`src/rtl/sw_debounce.sv`:
```
// Eight-channel DIP switch debouncer: two-flop synchronizer, per-bit
// stability counter, and registered rise/fall pulses aligned with switch_db.
module sw_debounce #(
    parameter int DB_CNT = 500000,
    parameter int CNT_W  = 20
) (
    input  logic       clk,
    input  logic       rst,
    input  logic [7:0] switch,
    output logic [7:0] switch_db,
    output logic [7:0] sw_rise,
    output logic [7:0] sw_fall,
    output logic       sw_changed
);

    localparam logic [CNT_W-1:0] LIM = CNT_W'(DB_CNT - 1);

    logic [7:0]       r_sync1;
    logic [7:0]       r_sync2;
    logic [7:0]       r_db;
    logic [7:0]       r_rise;
    logic [7:0]       r_fall;
    logic             r_chg;
    logic [CNT_W-1:0] r_cnt [8];

    logic [7:0]       w_diff;
    logic [7:0]       w_hit;

    assign w_diff = r_sync2 ^ r_db;

    // A hit is the DB_CNT-th consecutive sample disagreeing with switch_db.
    always_comb begin
        w_hit = '0;
        for (int i = 0; i < 8; i++) begin
            w_hit[i] = w_diff[i] && (r_cnt[i] == LIM);
        end
    end

    always_ff @(posedge clk) begin
        if (rst) begin
            r_sync1 <= '0;
            r_sync2 <= '0;
            r_db    <= '0;
            r_rise  <= '0;
            r_fall  <= '0;
            r_chg   <= 1'b0;
            for (int i = 0; i < 8; i++) begin
                r_cnt[i] <= '0;
            end
        end else begin
            r_sync1 <= switch;
            r_sync2 <= r_sync1;
            for (int i = 0; i < 8; i++) begin
                if (!w_diff[i] || w_hit[i]) begin
                    r_cnt[i] <= '0;
                end else begin
                    r_cnt[i] <= r_cnt[i] + 1'b1;
                end
            end
            // A hit only occurs on a differing bit, so flipping loads sync2.
            r_db   <= r_db ^ w_hit;
            r_rise <= w_hit & r_sync2;
            r_fall <= w_hit & ~r_sync2;
            r_chg  <= |w_hit;
        end
    end

    assign switch_db  = r_db;
    assign sw_rise    = r_rise;
    assign sw_fall    = r_fall;
    assign sw_changed = r_chg;

endmodule
```
`config.mk`:
```
export PLATFORM = sky130hd
export DESIGN_NAME = sw_debounce
export DESIGN_NICKNAME = d
export VERILOG_FILES = /design/src/rtl/sw_debounce.sv
export SDC_FILE = /design/constraint.sdc
export NUM_CORES = 1
export LEC_CHECK = 0
export ABC_AREA = 1
export CAP_MARGIN = 20
export CORE_MARGIN = 2
export CORE_UTILIZATION = 55
export DETAILED_ROUTE_END_ITERATION = 10
export PLACE_DENSITY = 0.73
export SYNTH_ARGS = -nofsm -noshare
export SYNTH_HDL_FRONTEND = slang
export SYNTH_SLANG_ARGS = --single-unit
```
`constraint.sdc`:
```
create_clock -name clk -period 2.15 [get_ports clk]
set_input_delay 0.3225 -clock clk [delete_from_list [all_inputs] [get_ports clk]]
set_output_delay 0.3225 -clock clk [all_outputs]
set_load 0.03 [all_outputs]
```
Word level (Yosys, flattened, before mapping)
Memories as Yosys holds them, arrays and structs flattened. Index checks and enable logic that the tools add are counted.

Order comparisons: 0. Bitwise operators: 21. $add $sub $neg: 8. Equal/unequal tests: 8. Multiply operators: 0. Shift operators: 0. Divide/modulo/power cells: 0. Mux-type cells: 66. Reductions and logical operators: 25.

Operators with widths (number): 2-to-1 mux 20 bit (16); adder 20 x 1 -> 20 bit (second input constant) (8); equality test 20 x 19 -> 1 bit (second input constant) (8); 2-to-1 mux 1 bit (50); AND 8 bit (2); bitwise OR 1 bit (16); bitwise XOR 8 bit (2); logical AND 1 bit (8); zero test 1 bit (8); logical OR 1 bit (8); NOT 8 bit (1); OR reduction 8 bit (1).

Logic and storage cells: 135. Memory bits (writable): 160. Bits in latches: 0. Bits of input ports: 10. Register bits: 41. ROM bits: 0. Memories kept: 1.

Memory list: r_cnt (words 8, width 20, read ports 8, clocked after memory_dff 0, wr ports 8, RTL line 24) `logic [CNT_W-1:0] r_cnt [8];`.

Logic depth before layout (Yosys ltp)
Gate-level depths: netlist of the first run.

Depth in word-level cells: 8. Depth in mapped cells: 11.

Worst setup path after synthesis of the first run
OpenSTA, ideal clock, no wires.

Kind: register to register. Start point: memory r_cnt[4][0] (netlist: r_cnt[1][0]). End point: memory r_cnt[4][17] (netlist: r_cnt[1][17]), data pin. Data arrival time: 1.506 ns. Buffers on the path: 1. Stages on the path, launching flop included: 12. Setup time: 0.146 ns. Path slack: 0.498 ns. Clock period less this slack: 1.652 ns. Cell sequence: edfxtp_1 -> ha_1 -> nand2_1 -> inv_1 -> nand2_1 -> nor2_1 -> nand3_1 -> inv_2 -> nor2_4 -> inv_2 -> buf_4 -> a21oi_1.

RTL lines (RTL line): start: declaration (24).

==> metrics.cfg, run 1 <==
[floorplan]
pin_count = 35
die_h_um = 144
dieWidth_um = 144
dieArea_um2 = 20900
placementRows = 51
core_um2 = 19400
start_util = 0.559

[route]
ant_nets = 0
via_per_inst = 4.78
routed_wl_um = 20200
wl_per_cell_um = 11.6
drt_iter0_markers = 363
via_count = 8337
first_pass_iters = 5
drc = 0

[grt]
track_usage = 0.201
first_global_vias = 7829
antenna_found_initial = 0
grt.overflow.total = 0
grt_pass1_wl_um = 34600
grt_max_degree = 21

[clock_tree]
cts_root_buf = clkbuf_16
clock-sinks = 201
cts_tree = yes
cts_made_buffers = 23
clk_pin_slew_worst_paths_ns = 0.06
clkLatencyLatePin_ns = 0.50
cts_resized = 0
cts-htree-levels = 1
cts_hold_buf = 0
cts_max_path_buffers = 3
cts_setup_buffers = 0

[place]
gp_congestion = 0.857
dpl_cell_area_um2 = 12100
dpl.hpwl_um = 15000
dp_slack_ns = 0.146
io_buffers = 34

[final_layout]
drive_above_1_share = 0.0879
nNetsFinal = 1481
final_util = 0.661
diodes = 0
area_delta_synth_final_pct = 18.2
final_area_um2 = 12800

[sta]
setup_viol = 0
hold_viol = 0
finalCritPeriodShare = 0.908
post-route-min-period_ns = 1.95
fin_setup_tns_ns = 0
drv_slew = 0
fin_worst_skew_ns = 0.00766
hold_ws_ns = 0.349
setup_slack_ns = 0.197
rsz0062_at_grt = false
max_freq_mhz = 512

[worst_setup_path]
critPathLaunchType = flop
path_buf_inv = 1
slowest_stage = clkdlybuf4s50_1
crit_family = buffers and inverters
cp-end-kind = output port
crit_type = reg2out
cp_slowest_stage_delay_ns = 0.72
cp_cell_sequence = clkdlybuf4s50_1
crit_fanout = 3
cp.arrival_ns = 1.63
cp.required_ns = 1.83

[logic_synthesis]
yosys_register_bits = 201
async_flop_share = 0
synth_top_area_frac = 0.443
synthTopCellsByCount = nand2_1 (228), nor2_1 (225), edfxtp_1 (160), inv_1 (160), nand3_1 (80)
synthCells = 1254
yosysMostFrequentCell = nand2_1
yosysSeqAreaShare = 0.518
synth_area_leaders = edfxtp_1 (44%), nand2_1 (7.9%), nor2_1 (7.8%), dfxtp_1 (7.6%), inv_1 (5.5%)
syn_area_um2 = 10900
yosys_warnings = 0
ys_types = 39
synth_area_leader_cell = edfxtp_1
synth_edf_count = 160
synth_flop_cell = edfxtp_1
syn_area_per_cell_um2 = 8.65

[power]
ir_drop_mv = 0.599
p_leak_nw = 5.22
power_density_nw_per_um2 = 671

[min_path]
hold_class = in2reg

[run_status]
status = completed

[run]
maxCapViolations = 0

## area by class of cell
class | count | area (um^2)
tap | 265 | 332
fill | 1678 | 6570
timing repair buffer | 39 | 403
multi-input combinational | 1026 | 5080
clock inverter | 8 | 63.8
clock buffer | 33 | 673
inverter | 172 | 646
sequential | 201 | 5630
## metrics by stage
stage                     instances  total power [W]
after floorplan                1413          0.00481
after global placement         1703          0.00491
after detailed placement       1703          0.00492
after CTS                      1744          0.00870
after global routing           1744          0.00894
final                          1744          0.00860
## where the power goes
group / total (W) / internal [W] / switching, W
Sequential: 0.00448 / 0.00434 / 0.000140
Clock: 0.00375 / 0.00228 / 0.00147
Combinational: 0.000371 / 0.000127 / 0.000244
Total: 0.00860 / 0.00675 / 0.00185
## routing by layer
| metal | share of wire | wire (um) | vias to the layer above | GRT usage |
|---|---|---|---|---|
| met1 | 0.47 | 9540 | 3805 | 0.271 |
| met2 | 0.47 | 9450 | 114 | 0.340 |
| met4 | 0.024 | 485 | 0 | 0.0623 |
| met5 | 0 | 0 | - | 0 |
| li1 | - | - | 4382 | - |
| met3 | 0.034 | 679 | 36 | 0.0275 |
## logic make-up after synthesis
| logic type | after synthesis | synth area share |
|---|---|---|
| AO/OA/AOI/OAI | 81 | 0.0401 |
| XOR/XNOR | 68 | 0.0549 |
| flip-flops | 201 | 0.518 |
| buffers and inverters | 186 | 0.0682 |
| other | 1 | 0.000346 |
| adder cells (fa/ha/maj) | 8 | 0.00923 |
| AND/OR/NAND/NOR | 709 | 0.309 |
## registers in the layout, indices dropped and copies added, names as in the netlist, named ones only
signal      cells
sw_fall         8
r_sync1         8
sw_changed      1
r_cnt         160
r_sync2         8
sw_rise         8
## path summary, 6_finish.rpt
path | slack (ns) | start | end | cells past startpoint
worst max-delay path | 0.20 | flop | switch_db[4] | 1
worst min-delay path | 0.35 | switch[1] | r_sync1[1] | 3
worst max register to register | 0.26 | r_cnt[1][0] | r_cnt[1][2] | 10
worst min register to register | 0.41 | r_sync1[4] | r_sync2[4] | 2
## cells in the final DEF (no fill, tap or decap), drive strengths merged, types with 2 or more instances in the layout
| master | Yosys | layout |
|---|---|---|
| clkbuf | 0 | 33 |
| nand4 | 27 | 27 |
| buf | 14 | 5 |
| conb | 1 | 160 |
| clkdlybuf4s50 | 0 | 34 |
| edfxtp | 160 | 160 |
| a31oi | 2 | 2 |
| dfxtp | 41 | 41 |
| nor4 | 5 | 5 |
| nor2 | 256 | 256 |
| xnor2 | 21 | 21 |
| inv | 172 | 172 |
| o21ai | 22 | 22 |
| nand2 | 242 | 242 |
| ha | 8 | 8 |
| nor3b | 18 | 18 |
| xor2 | 47 | 47 |
| clkinv | 0 | 7 |
| nand3b | 8 | 8 |
| nand3 | 87 | 87 |
| a21oi | 51 | 51 |
| or2 | 8 | 8 |
| nor3 | 57 | 57 |
| o211a | 5 | 5 |
No activity file was read; power rests on OpenSTA's default activity.
==> run 2, diff against run 1 <==
--- a/config.mk
+++ b/config.mk
@@ -6,7 +6,6 @@
 export NUM_CORES = 1
 export LEC_CHECK = 0
 export ABC_AREA = 1
-export CAP_MARGIN = 20
 export CORE_MARGIN = 2
 export CORE_UTILIZATION = 55
 export DETAILED_ROUTE_END_ITERATION = 10
==> results of run 2 <==
No change in the layout: final DEF, timing and power equal those of run 1.
==> run 3, diff against run 2 <==
--- a/config.mk
+++ b/config.mk
@@ -6,10 +6,13 @@
 export NUM_CORES = 1
 export LEC_CHECK = 0
 export ABC_AREA = 1
+export CELL_PAD_IN_SITES_DETAIL_PLACEMENT = 1
+export CELL_PAD_IN_SITES_GLOBAL_PLACEMENT = 1
 export CORE_MARGIN = 2
-export CORE_UTILIZATION = 55
+export CORE_UTILIZATION = 48
 export DETAILED_ROUTE_END_ITERATION = 10
-export PLACE_DENSITY = 0.73
+export PLACE_DENSITY = 0.81
 export SYNTH_ARGS = -nofsm -noshare
 export SYNTH_HDL_FRONTEND = slang
 export SYNTH_SLANG_ARGS = --single-unit
+export TNS_END_PERCENT = 20
==> run 3 against run 2 <==
Flip-flop and latch count is the same. Cell count grew 1.5%. Routed wire length grew 24%. Sequential power is essentially flat. Global-route usage grew 1.5 points. Cell area grew 1.5%. Die area grew 14%. Combinational power grew 6.2%. Clock skew grew 0.0081 ns.
==> metrics.cfg, run 3 (synthesis gave the netlist of run 1 again) <==
[run_status]
status = completed

[power]
p_seq_frac = 0.479  ; -0.042
switchingPower_w = 0.00203  ; +9.8%
ir_drop_mv = 0.604  ; +0.71%
power_density_nw_per_um2 = 720  ; +7.3%
combPwrFrac = 0.042  ; about the same
clockPowerShare = 0.479  ; +0.043
swShare = 0.217  ; +0.00165
p_leak_nw = 5.29  ; +1.5%
p_total_w = 0.00937  ; +8.9%
internal-power_w = 0.00734  ; +8.7%

[route]
routed_wl_um = 25000  ; +24%
wl_per_cell_um = 14.1  ; +22%
drc = 0  ; unchanged
via_count = 8707  ; +4.4%
ant_nets = 0  ; unchanged
via_per_inst = 4.92  ; +2.9%
drt_iter0_markers = 366  ; +0.83%
first_pass_iters = 5  ; unchanged

[final_layout]
largest_register_ffs = 160  ; unchanged
area_delta_synth_final_pct = 20.0
fillers = 2730  ; +63%
regMostFlops = r_cnt
drive_above_1_share = 0.0902  ; +0.00234
layout_common_cells = nand2_1 (228), nor2_1 (225), inv_1 (160), edfxtp_1 (160), conb_1 (160)
nNetsFinal = 1485  ; +0.27%
final_util = 0.580  ; -0.0807
final_area_um2 = 13000  ; +1.5%
diodes = 0  ; unchanged
final_common_cell = nand2_1

[clock_tree]
cts_max_path_buffers = 3  ; unchanged
clk_pin_slew_worst_paths_ns = 0.06  ; about the same
cts_setup_buffers = 0  ; unchanged
cts-htree-levels = 1  ; unchanged
cts_made_buffers = 24  ; +4.3%
cts_root_buf = clkbuf_16
clkLatencyLatePin_ns = 0.52  ; +0.02 ns
clock-sinks = 201  ; unchanged
cts_tree = yes

[floorplan]
die_h_um = 154  ; +6.8%
placementRows = 55  ; +7.8%
dieArea_um2 = 23800  ; +14%
dieWidth_um = 154  ; +6.8%
pin_count = 35  ; unchanged
start_util = 0.484  ; -0.0757
core_um2 = 22400  ; +16%

[sta]
setup_viol = 0  ; unchanged
finalCritPeriodShare = 0.918  ; +0.00955
drv_slew = 0  ; unchanged
post-route-min-period_ns = 1.97  ; +0.0205 ns
fin_worst_skew_ns = 0.0158  ; +0.00813 ns
rsz0062_at_grt = false
max_freq_mhz = 507  ; -1.0%
fin_setup_tns_ns = 0  ; unchanged
setup_slack_ns = 0.176  ; -0.0205 ns
hold_viol = 0  ; unchanged

[grt]
grt_max_degree = 21  ; unchanged
first_global_vias = 9296  ; +19%
grt.overflow.total = 0  ; unchanged
grt_pass1_wl_um = 43000  ; +24%
antenna_found_initial = 0  ; unchanged
track_usage = 0.216  ; +0.0146

[place]
dpl.hpwl_um = 18500  ; +23%
io_buffers = 34  ; unchanged
dp_slack_ns = 0.207  ; +0.0612 ns
gp_congestion = 0.849  ; -0.91%
dpl_cell_area_um2 = 12100  ; +0.50%

[worst_setup_path]
crit_type = reg2reg
cp-end-kind = flop
crit_fanout = 16  ; +13
cp.arrival_ns = 2.22  ; +0.59 ns
critPathLaunchType = flop
cp.required_ns = 2.39  ; +0.56 ns

[run]
maxCapViolations = 0  ; unchanged

[min_path]
hold_class = in2reg

[run 3: cell types whose count changed in the layout (fill, tap and decap cells not counted)]
cell,before,now
inv_4,0,1
clkbuf_16,23,25
clkinv_1,1,3
buf_12,2,3
bufinv_16,1,6
clkbuf_8,6,1
clkinv_2,6,5
buf_4,3,5
inv_2,12,11
[run 3: per-layer routing]
layer	up-vias	wire length (um)	global-route usage
li1	4384	-	-
met1	4173	11300	0.274
met2	106	12500	0.395
met3	44	672	0.0261
met4	0	542	0.0525
met5	-	0	0
[run 3: final timing paths]
path,from,end,slack [ns],cells after the start
worst min register to register,r_sync1[5],r_sync2[5],0.41,2
worst max-delay path,r_cnt[0][20],r_cnt[0][30],0.18,8
worst max register to register,r_cnt[0][20],r_cnt[0][30],0.18,8
worst min-delay path,switch[0],r_sync1[0],0.32,3
[run 3: layout make-up]
| cell class | instances | area (um^2) | share of cell area |
|---|---|---|---|
| Clock buffer | 30 | 654 | 0.0503 |
| Multi-Input combinational cell | 1026 | 5080 | 0.390 |
| Tap cell | 285 | 357 | 0.0274 |
| Sequential cell | 201 | 5630 | 0.432 |
| Clock inverter | 14 | 216 | 0.0166 |
| Timing Repair Buffer | 42 | 438 | 0.0336 |
| Inverter | 172 | 648 | 0.0498 |
[run 3: worst max-delay path, cell delays in order (launching register included)]
cell and delay [ns]:
edfxtp_1 0.39, ha_1 0.21, nand2_1 0.08, nor2_1 0.20, nand3_1 0.14, nor2_2 0.20
inv_1 0.09, nand3_2 0.27, nor2_1 0.12
[run 3: what timing repair did]
item,CTS,global route
resized for setup,0,2
hold buffers,0,0
endpoints found under the setup margin,0,3
[run 3: metrics by stage]
step | hold slack [ns] | instances
after global routing | 0.320 | 1770
after floorplan | 0.388 | 1413
final | 0.321 | 1770
after global placement | 0.393 | 1726
after CTS | 0.308 | 1770
after detailed placement | 0.397 | 1726
[run 3: power groups by stage]
stage               combinational [W]  clock, W  sequential, W
floorplan                    0.000294         0        0.00452
global placement             0.000364         0        0.00456
detailed placement           0.000378         0        0.00457
CTS                          0.000385   0.00457        0.00449
global route                 0.000462   0.00471        0.00451
finish                       0.000394   0.00449        0.00449
